**src/rtl/jogo_pkg.sv**
```systemverilog
// jogo_pkg: state codes and widths shared by the memory-game control unit
package jogo_pkg;
  localparam int ESTADO_W = 4;
  localparam logic [ESTADO_W-1:0] ST_INICIAL           = 4'h0;
  localparam logic [ESTADO_W-1:0] ST_PREPARACAO        = 4'h1;
  localparam logic [ESTADO_W-1:0] ST_LE_MEMORIA        = 4'h2;
  localparam logic [ESTADO_W-1:0] ST_MOSTRA_LED        = 4'h3;
  localparam logic [ESTADO_W-1:0] ST_ESPERA_LED        = 4'h4;
  localparam logic [ESTADO_W-1:0] ST_APAGA_LED         = 4'h5;
  localparam logic [ESTADO_W-1:0] ST_PROXIMO_LED       = 4'h6;
  localparam logic [ESTADO_W-1:0] ST_INICIA_RODADA     = 4'h7;
  localparam logic [ESTADO_W-1:0] ST_ESPERA_JOGADA     = 4'h8;
  localparam logic [ESTADO_W-1:0] ST_REGISTRA          = 4'h9;
  localparam logic [ESTADO_W-1:0] ST_COMPARACAO        = 4'hA;
  localparam logic [ESTADO_W-1:0] ST_PROXIMA_JOGADA    = 4'hB;
  localparam logic [ESTADO_W-1:0] ST_PROXIMA_SEQUENCIA = 4'hC;
  localparam logic [ESTADO_W-1:0] ST_FIM_ACERTOU       = 4'hD;
  localparam logic [ESTADO_W-1:0] ST_FIM_ERROU         = 4'hE;
  localparam logic [ESTADO_W-1:0] ST_FIM_TIMEOUT       = 4'hF;
endpackage

```
**src/rtl/unidade_controle.sv**
```systemverilog
// unidade_controle: Moore FSM sequencing the memory-game datapath
module unidade_controle
  import jogo_pkg::*;
(
  input  logic                clock,
  input  logic                reset,
  input  logic                iniciar,
  input  logic                nivel,
  input  logic                igual,
  input  logic                fim_sequencia,
  input  logic                ultima_sequencia,
  input  logic                jogada_feita,
  input  logic                fim_timer,
  input  logic                fim_timer_leds,
  input  logic                fimE,
  output logic                zeraR,
  output logic                registraR,
  output logic                limpaM,
  output logic                registraM,
  output logic                contaE,
  output logic                zeraE,
  output logic                contaL,
  output logic                zeraL,
  output logic                zera_timer,
  output logic                conta_timer,
  output logic                zera_timer_leds,
  output logic                conta_timer_leds,
  output logic                sel_nivel,
  output logic                pronto,
  output logic                acertou,
  output logic                errou,
  output logic                timeout,
  output logic [ESTADO_W-1:0] db_estado
);
  logic [ESTADO_W-1:0] estado, proximo;
  logic                fim_e_unused;
  assign fim_e_unused = fimE;
  always_ff @(posedge clock or posedge reset) begin
    if (reset) begin
      estado    <= ST_INICIAL;
      sel_nivel <= 1'b0;
    end else begin
      estado <= proximo;
      if (estado == ST_PREPARACAO) sel_nivel <= nivel;
    end
  end
  always_comb begin
    proximo = ST_INICIAL;
    case (estado)
      ST_INICIAL:           proximo = iniciar ? ST_PREPARACAO : ST_INICIAL;
      ST_PREPARACAO:        proximo = ST_LE_MEMORIA;
      ST_LE_MEMORIA:        proximo = ST_MOSTRA_LED;
      ST_MOSTRA_LED:        proximo = ST_ESPERA_LED;
      ST_ESPERA_LED:        proximo = fim_timer_leds ? ST_APAGA_LED : ST_ESPERA_LED;
      ST_APAGA_LED:         proximo = fim_sequencia ? ST_INICIA_RODADA : ST_PROXIMO_LED;
      ST_PROXIMO_LED:       proximo = ST_LE_MEMORIA;
      ST_INICIA_RODADA:     proximo = ST_ESPERA_JOGADA;
      // a move arriving together with the timeout still counts as a move
      ST_ESPERA_JOGADA:     proximo = jogada_feita ? ST_REGISTRA :
                                      fim_timer    ? ST_FIM_TIMEOUT : ST_ESPERA_JOGADA;
      ST_REGISTRA:          proximo = ST_COMPARACAO;
      ST_COMPARACAO:        proximo = !igual                            ? ST_FIM_ERROU :
                                      fim_sequencia && ultima_sequencia ? ST_FIM_ACERTOU :
                                      fim_sequencia                     ? ST_PROXIMA_SEQUENCIA :
                                                                          ST_PROXIMA_JOGADA;
      ST_PROXIMA_JOGADA:    proximo = ST_ESPERA_JOGADA;
      ST_PROXIMA_SEQUENCIA: proximo = ST_LE_MEMORIA;
      ST_FIM_ACERTOU:       proximo = iniciar ? ST_PREPARACAO : ST_FIM_ACERTOU;
      ST_FIM_ERROU:         proximo = iniciar ? ST_PREPARACAO : ST_FIM_ERROU;
      ST_FIM_TIMEOUT:       proximo = iniciar ? ST_PREPARACAO : ST_FIM_TIMEOUT;
      default:              proximo = ST_INICIAL;
    endcase
  end
  assign zeraR            = estado == ST_PREPARACAO;
  assign zeraL            = estado == ST_PREPARACAO;
  assign registraR        = estado == ST_REGISTRA;
  assign registraM        = estado == ST_MOSTRA_LED;
  assign limpaM           = estado == ST_PREPARACAO || estado == ST_APAGA_LED;
  assign contaE           = estado == ST_PROXIMO_LED || estado == ST_PROXIMA_JOGADA;
  assign zeraE            = estado == ST_PREPARACAO || estado == ST_INICIA_RODADA ||
                            estado == ST_PROXIMA_SEQUENCIA;
  assign contaL           = estado == ST_PROXIMA_SEQUENCIA;
  assign zera_timer       = estado == ST_PREPARACAO || estado == ST_INICIA_RODADA ||
                            estado == ST_REGISTRA;
  assign conta_timer      = estado == ST_ESPERA_JOGADA;
  assign zera_timer_leds  = estado == ST_PREPARACAO || estado == ST_MOSTRA_LED ||
                            estado == ST_APAGA_LED;
  assign conta_timer_leds = estado == ST_ESPERA_LED;
  assign acertou          = estado == ST_FIM_ACERTOU;
  assign errou            = estado == ST_FIM_ERROU;
  assign timeout          = estado == ST_FIM_TIMEOUT;
  assign pronto           = acertou || errou || timeout;
  assign db_estado        = estado;
endmodule

```
**config.mk**
```make
export PLATFORM = sky130hd
export DESIGN_NAME = unidade_controle
export DESIGN_NICKNAME = d
export VERILOG_FILES = /design/src/rtl/jogo_pkg.sv /design/src/rtl/unidade_controle.sv
export SDC_FILE = /design/constraint.sdc
export NUM_CORES = 1
export LEC_CHECK = 0
export CAP_MARGIN = 20
export CORE_MARGIN = 2
export CORE_UTILIZATION = 37
export DETAILED_ROUTE_END_ITERATION = 10
export PLACE_DENSITY_LB_ADDON = 0.05
export SLEW_MARGIN = 20
export SYNTH_ARGS = -nofsm -noshare
export SYNTH_HDL_FRONTEND = slang
export SYNTH_SLANG_ARGS = --single-unit
```
**constraint.sdc**
```tcl
create_clock -name clock -period 1.71 [get_ports clock]
set_input_delay 0.342 -clock clock [delete_from_list [all_inputs] [get_ports clock]]
set_output_delay 0.342 -clock clock [all_outputs]
set_load 0.005 [all_outputs]
```
==> results of run 1 <==
## per-stage QoR
step	instance area (um^2)	cells	power (mW)	worst slack, ns
6_report	1330	155	2.67	-0.183
5_1_grt	1330	155	2.79	-0.246
4_1_cts	1250	151	2.31	-0.195
3_5_place_dp	987	129	1.65	-0.174
3_3_place_gp	987	129	1.62	-0.174
2_1_floorplan	573	70	0.946	0.203
## worst max-delay path: cells and delay by family (launching register included)
family                 cells  cell delay [ns]
buffers and inverters      2             0.24
and+or+nand+nor            1             0.37
AOI/OAI and AO/OA          2             0.26
DFF                        1             0.41
## cell type report
type	count	area, um^2	share of cell area (%)
well taps	16	20.0	1.50
multi-input cells	54	489	36.7
clock buffers	4	26.3	1.97
flip-flops and latches	5	125	9.39
inverters	4	17.5	1.31
repair buffers	72	654	49.1
## cell families after synthesis
group           Yosys count
mux                       2
compound gates           18
simple gates             34
buf+inv                  11
flops                     5
## cells in the final DEF (no fill, tap or decap), types with 2 or more instances in the layout
cell	synthesis	routed
a21oi_1	2	2
and3_4	0	2
buf_2	3	5
buf_4	1	25
buf_6	3	19
clkbuf_2	0	5
clkbuf_4	0	3
clkdlybuf4s50_1	0	10
dfrtp_1	5	5
dlymetal6s2s_1	0	3
inv_1	3	2
nand2_2	0	2
nand2b_1	6	3
nand2b_4	1	4
nor2_1	6	2
nor2_2	0	2
nor2_4	0	2
nor2b_1	2	2
nor3_2	1	3
nor3_4	0	2
o211ai_1	2	2
## power by group
group          leakage, nW  internal, mW  total [mW]  switching [mW]
clock network       0.0150        0.0896       0.160          0.0707
logic                0.592          1.30        2.27           0.967
registers           0.0605         0.180       0.239          0.0588
## worst paths after layout
path                              start      endpoint  slack, ns  cells after the start
max reg2reg                db_estado[1]  db_estado[0]      -0.03                      7
max                        db_estado[0]         zeraE      -0.18                      5
min reg2reg                   sel_nivel     sel_nivel       0.49                      1
min                               reset  db_estado[1]       0.28                      2
min in group clock            sel_nivel     sel_nivel       0.49                      1
max in group asynchronous         reset     sel_nivel       1.23                      2
## flip-flops by register name, indices dropped and copies added, names as in the netlist
register,count
db_estado,4
sel_nivel,1
## metal layers
metal / routed length, um / track usage [%] / vias to the layer above
met1: 1210 / 34.6 / 429
met5: 0 / 0 / -
li1: - / - / 387
met3: 128 / 1.25 / 8
met4: 66 / 15.2 / 0
met2: 1600 / 50.1 / 36
## repair_timing
| action | 4_1_cts | 5_1_grt |
|---|---|---|
| pin swaps | 6 | 12 |
| setup endpoints to repair | 17 | 21 |
| gates resized for setup | 72 | 37 |
| gates cloned | 0 | 0 |
| buffers inserted | 18 | 8 |
| hold endpoints to repair | 0 | 0 |
==> results.cfg, run 1 <==
[yosys]
synth_common_cells = 6 x nand2b_1, 6 x nor2_1, 5 x dfrtp_1
async_flop_share_pct = 100
synth-compound-area-share_pct = 24.0
syn_inst = 70
synth_seq_area_share_pct = 21.8
synth_cell_types = 41
syn-num-nets = 81
synth_top_family_by_area = simple AND/OR/NAND/NOR gates
synth_ff_type = dfrtp_1
yosys.area.top_type_share_pct = 21.8
syn_area_um2 = 573
synth-adder-area-share_pct = 0
synth_area_leader_cell = dfrtp_1
synthSimpleGateAreaFrac_pct = 37.3
yosys_warnings = 0
ys_ff_latch = 5
synthTopCellsByArea = dfrtp_1 22%, nand2b_1 6.6%, buf_6 5.9%
synth-xor-area-share_pct = 0
synth_edf_count = 0
synthMuxAreaShare_pct = 3.93
avgSynthCellArea_um2 = 8.19

[floorplanning]
fp.coreArea_um2 = 1470
die_area_um2 = 1880
num_rows = 14
die_h_um = 43.4
ioPinCount = 32
start_util_pct = 38.9
die_width_um = 43.4

[worst_hold_path]
min_path_type = primary input to asynchronous set/reset pin

[critical_path]
critPathMaxStageDelay_ns = 0.41
path_max_fanout = 3
criticalPathCategory = flip-flop to output port
cp.arrival_ns = 1.55
worstPathRequired_ns = 1.37
path_cells = buf_6, or3b_4, o21ai_1, a21o_1, buf_2
end_kind = output port
start_kind = flip-flop
slowest_stage = dfrtp_1

[timing]
fin_worst_skew_ns = 0.0186
finalHoldViolations = 0
fin_setup_tns_ns = -0.794
finalWorstSetupSlack_ns = -0.183
post-route-min-period_ns = 1.89
min_period_over_period_pct = 111
worst_pin_slew_ns = 0.541
relSlewSlack_pct = 63.4
setup_violations = 13
slew_viol_final = 0
fmax_mhz = 528
holdWs_ns = 0.277
rsz0062_at_grt = true

[grt]
grt_pass1_vias = 811
grt_pass1_wl_um = 3910
grt_antenna_before_repair = 0
grt_overflow = 0
grt_max_degree = 10
track_usage_pct = 28.4

[placement]
io_buffers = 30
dp_hpwl_um = 1390
gp_congestion = 0.807

[finish]
fillCellCount = 69
diodes = 0
area_growth_pct = 133
drive_gt1_share_pct = 61.9
nets = 151
final_core_util_pct = 90.6

[clock_network]
clkTransAtPathRegs_ns = 0.07
clock_latency_ns = 0.27
h-tree-depth = 1
cts_sinks = 5
ctsHoldBuffers = 0
cts_tree = yes
numCtsBuffers = 3
cts_buffer_depth = 2
clockRootBuffer = clkbuf_4

[run_status]
violations = setup timing
status = finished, violations left

[job]
max_cap_violations = 0

[routing]
vias = 860
drt_iter0_drc = 13
drt_first_pass_iters = 4
drc = 0
antenna_left = 0
wirelength_um = 3010
via_per_inst = 5.55
wl_per_cell_um = 19.4

[power_and_ir_drop]
ir_drop_v = 0.00124
total_leakage_power_nw = 0.668
p_per_area_nw_per_um2 = 2000
Power figures use the tool's default switching activity.
==> run 2: changes to the inputs <==
--- a/config.mk
+++ b/config.mk
@@ -5,9 +5,9 @@
 export SDC_FILE = /design/constraint.sdc
 export NUM_CORES = 1
 export LEC_CHECK = 0
-export CAP_MARGIN = 20
+export CAP_MARGIN = 25
 export CORE_MARGIN = 2
-export CORE_UTILIZATION = 37
+export CORE_UTILIZATION = 33
 export DETAILED_ROUTE_END_ITERATION = 10
 export PLACE_DENSITY_LB_ADDON = 0.05
 export SLEW_MARGIN = 20
==> constraint.sdc (replaced) <==
create_clock -name clock -period 2.1 [get_ports clock]
set_input_delay 0.42 -clock clock [delete_from_list [all_inputs] [get_ports clock]]
set_output_delay 0.42 -clock clock [all_outputs]
set_load 0.005 [all_outputs]
==> run 2 against run 1 <==
Net effect:
- largest cell class unchanged
- clock power decreased by 29%
- clock skew decreased by 0.018 ns
- the run now ends clean
- combinational power decreased by 45%
- register-to-register slack improved by 0.56 ns
- global-route usage decreased by 8.4 points
- sequential share of layout area increased by 2.5 points
==> results.cfg, run 2 (same netlist as run 1, synthesis figures left out) <==
[timing]
min_period_over_period_pct = 96.0
fin_setup_tns_ns = 0
fin_worst_skew_ns = 0.000400
slew_viol_final = 0
post-route-min-period_ns = 2.02
worst_pin_slew_ns = 0.437
rsz0062_at_grt = false
setup_violations = 0
relSlewSlack_pct = 70.1
finalHoldViolations = 0
fmax_mhz = 496
finalWorstSetupSlack_ns = 0.0843

[critical_path]
cp.arrival_ns = 1.60
crit_family = buffers and inverters
end_kind = output port
slowest_stage = clkdlybuf4s50_1
worstPathRequired_ns = 1.68
path_buf_inv = 3
path_cells = buf_4, buf_6, nand2b_4, nor2_1, clkdlybuf4s50_1
path_max_fanout = 8
critPathLaunch = db_estado[1]
criticalPathCategory = flip-flop to output port
reg2reg_from = db_estado[3]
start_kind = flip-flop
critPathMaxStageDelay_ns = 0.50

[placement]
place_ws_ns = 0.103
gp_congestion = 0.780
io_buffers = 30
dp_hpwl_um = 1210
placed_area_um2 = 913

[grt]
grt_overflow = 0
grt_max_degree = 14
grt_pass1_vias = 635
track_usage_pct = 20.0
grt_antenna_before_repair = 0
grt_pass1_wl_um = 2900

[finish]
register_area_um2 = 128
nets = 128
final_common_cell = clkdlybuf4s50_1
diodes = 0
largest_reg_flops = 4
area_growth_pct = 88.0
drive_gt1_share_pct = 32.8
multi_input_area_um2 = 420
fillCellCount = 162
fin_area_um2 = 1080
final_cell_mix = 19 x clkdlybuf4s50_1, 14 x buf_4, 6 x dlygate4sd2_1

[floorplanning]
start_util_pct = 34.3
die_width_um = 45.7
die_h_um = 45.7
fp.coreArea_um2 = 1670
ioPinCount = 32
num_rows = 15
die_area_um2 = 2090

[clock_network]
numCtsBuffers = 3
h-tree-depth = 1
clockRootBuffer = clkbuf_4
clock_latency_ns = 0.24
cts_sinks = 5
ctsHoldBuffers = 0
cts_tree = yes
clkTransAtPathRegs_ns = 0.04
cts_buffer_depth = 2

[routing]
wl_per_cell_um = 14.3
drt_first_pass_iters = 4
drc = 0
vias = 698
antenna_left = 0
wirelength_um = 1900
via_per_inst = 5.25
drt_iter0_drc = 10

[job]
max_cap_violations = 0

[power_and_ir_drop]
p_per_area_nw_per_um2 = 1450
total_leakage_power_nw = 0.545
ir_drop_v = 0.000824
p_total_mw = 1.56

[run_status]
status = complete, no violations

[worst_hold_path]
min_path_type = primary input to asynchronous set/reset pin
==> run 2: cell type report <==
type                            count  share of cell area (%)
Sequential cell                     5                    11.8
Inverter                            4                    1.63
Multi-Input combinational cell     54                    39.0
Tap cell                           17                    1.97
Clock buffer                        4                    2.44
Timing Repair Buffer               49                    43.1
==> run 2: worst reg2reg max path: stages (launching register included) <==
cell and delay, ns:
dfrtp_1 0.41, buf_6 0.15, buf_4 0.14, nor3_4 0.20
buf_4 0.16, buf_4 0.10, mux2_1 0.30
==> run 2: worst paths after layout <==
check	to	slack, ns	cells past startpoint
max	errou	0.08	5
min	sel_nivel	0.38	2
max reg2reg	sel_nivel	0.53	6
min reg2reg	sel_nivel	0.49	1
max in group asynchronous	db_estado[0]	1.54	2
min in group clock	sel_nivel	0.49	1
==> run 2: where the power goes <==
group	switching [mW]	leakage (nW)	internal, mW
sequential	0.0550	0.0580	0.150
clock	0.0412	0.0150	0.0719
combinational	0.542	0.472	0.697
total	0.638	0.545	0.919
==> run 2: metrics by stage <==
stage	hold WS (ns)	instances	utilization, %
2_1_floorplan	0.199	70	-
3_3_place_gp	0.467	120	54.7
3_5_place_dp	0.479	120	54.7
4_1_cts	0.378	130	61.3
5_1_grt	0.385	133	64.5
6_report	0.378	133	64.5
==> run 2: layer usage <==
layer	routed length (um)	global-route usage, %	vias to the layer above
li1	-	-	347
met1	860	26.4	323
met2	907	31.3	28
met3	128	5.95	0
met4	0	5.29	0
met5	0	0	-
==> run 2: timing repair <==
action / 4_1_cts / 5_1_grt
setup endpoints to repair: 15 / 8
cloned: 0 / 0
pin swaps: 2 / 2
gates resized for setup: 18 / 10
buffers inserted: 6 / 3
==> run 3: changes to the inputs <==
--- a/config.mk
+++ b/config.mk
@@ -8,7 +8,9 @@
 export CAP_MARGIN = 25
 export CORE_MARGIN = 2
 export CORE_UTILIZATION = 33
+export CTS_CLUSTER_SIZE = 8
 export DETAILED_ROUTE_END_ITERATION = 10
+export GPL_ROUTABILITY_DRIVEN = 0
 export PLACE_DENSITY_LB_ADDON = 0.05
 export SLEW_MARGIN = 20
 export SYNTH_ARGS = -nofsm -noshare
==> results of run 3 <==
Final layout, timing and power as in run 2 (identical DEF).
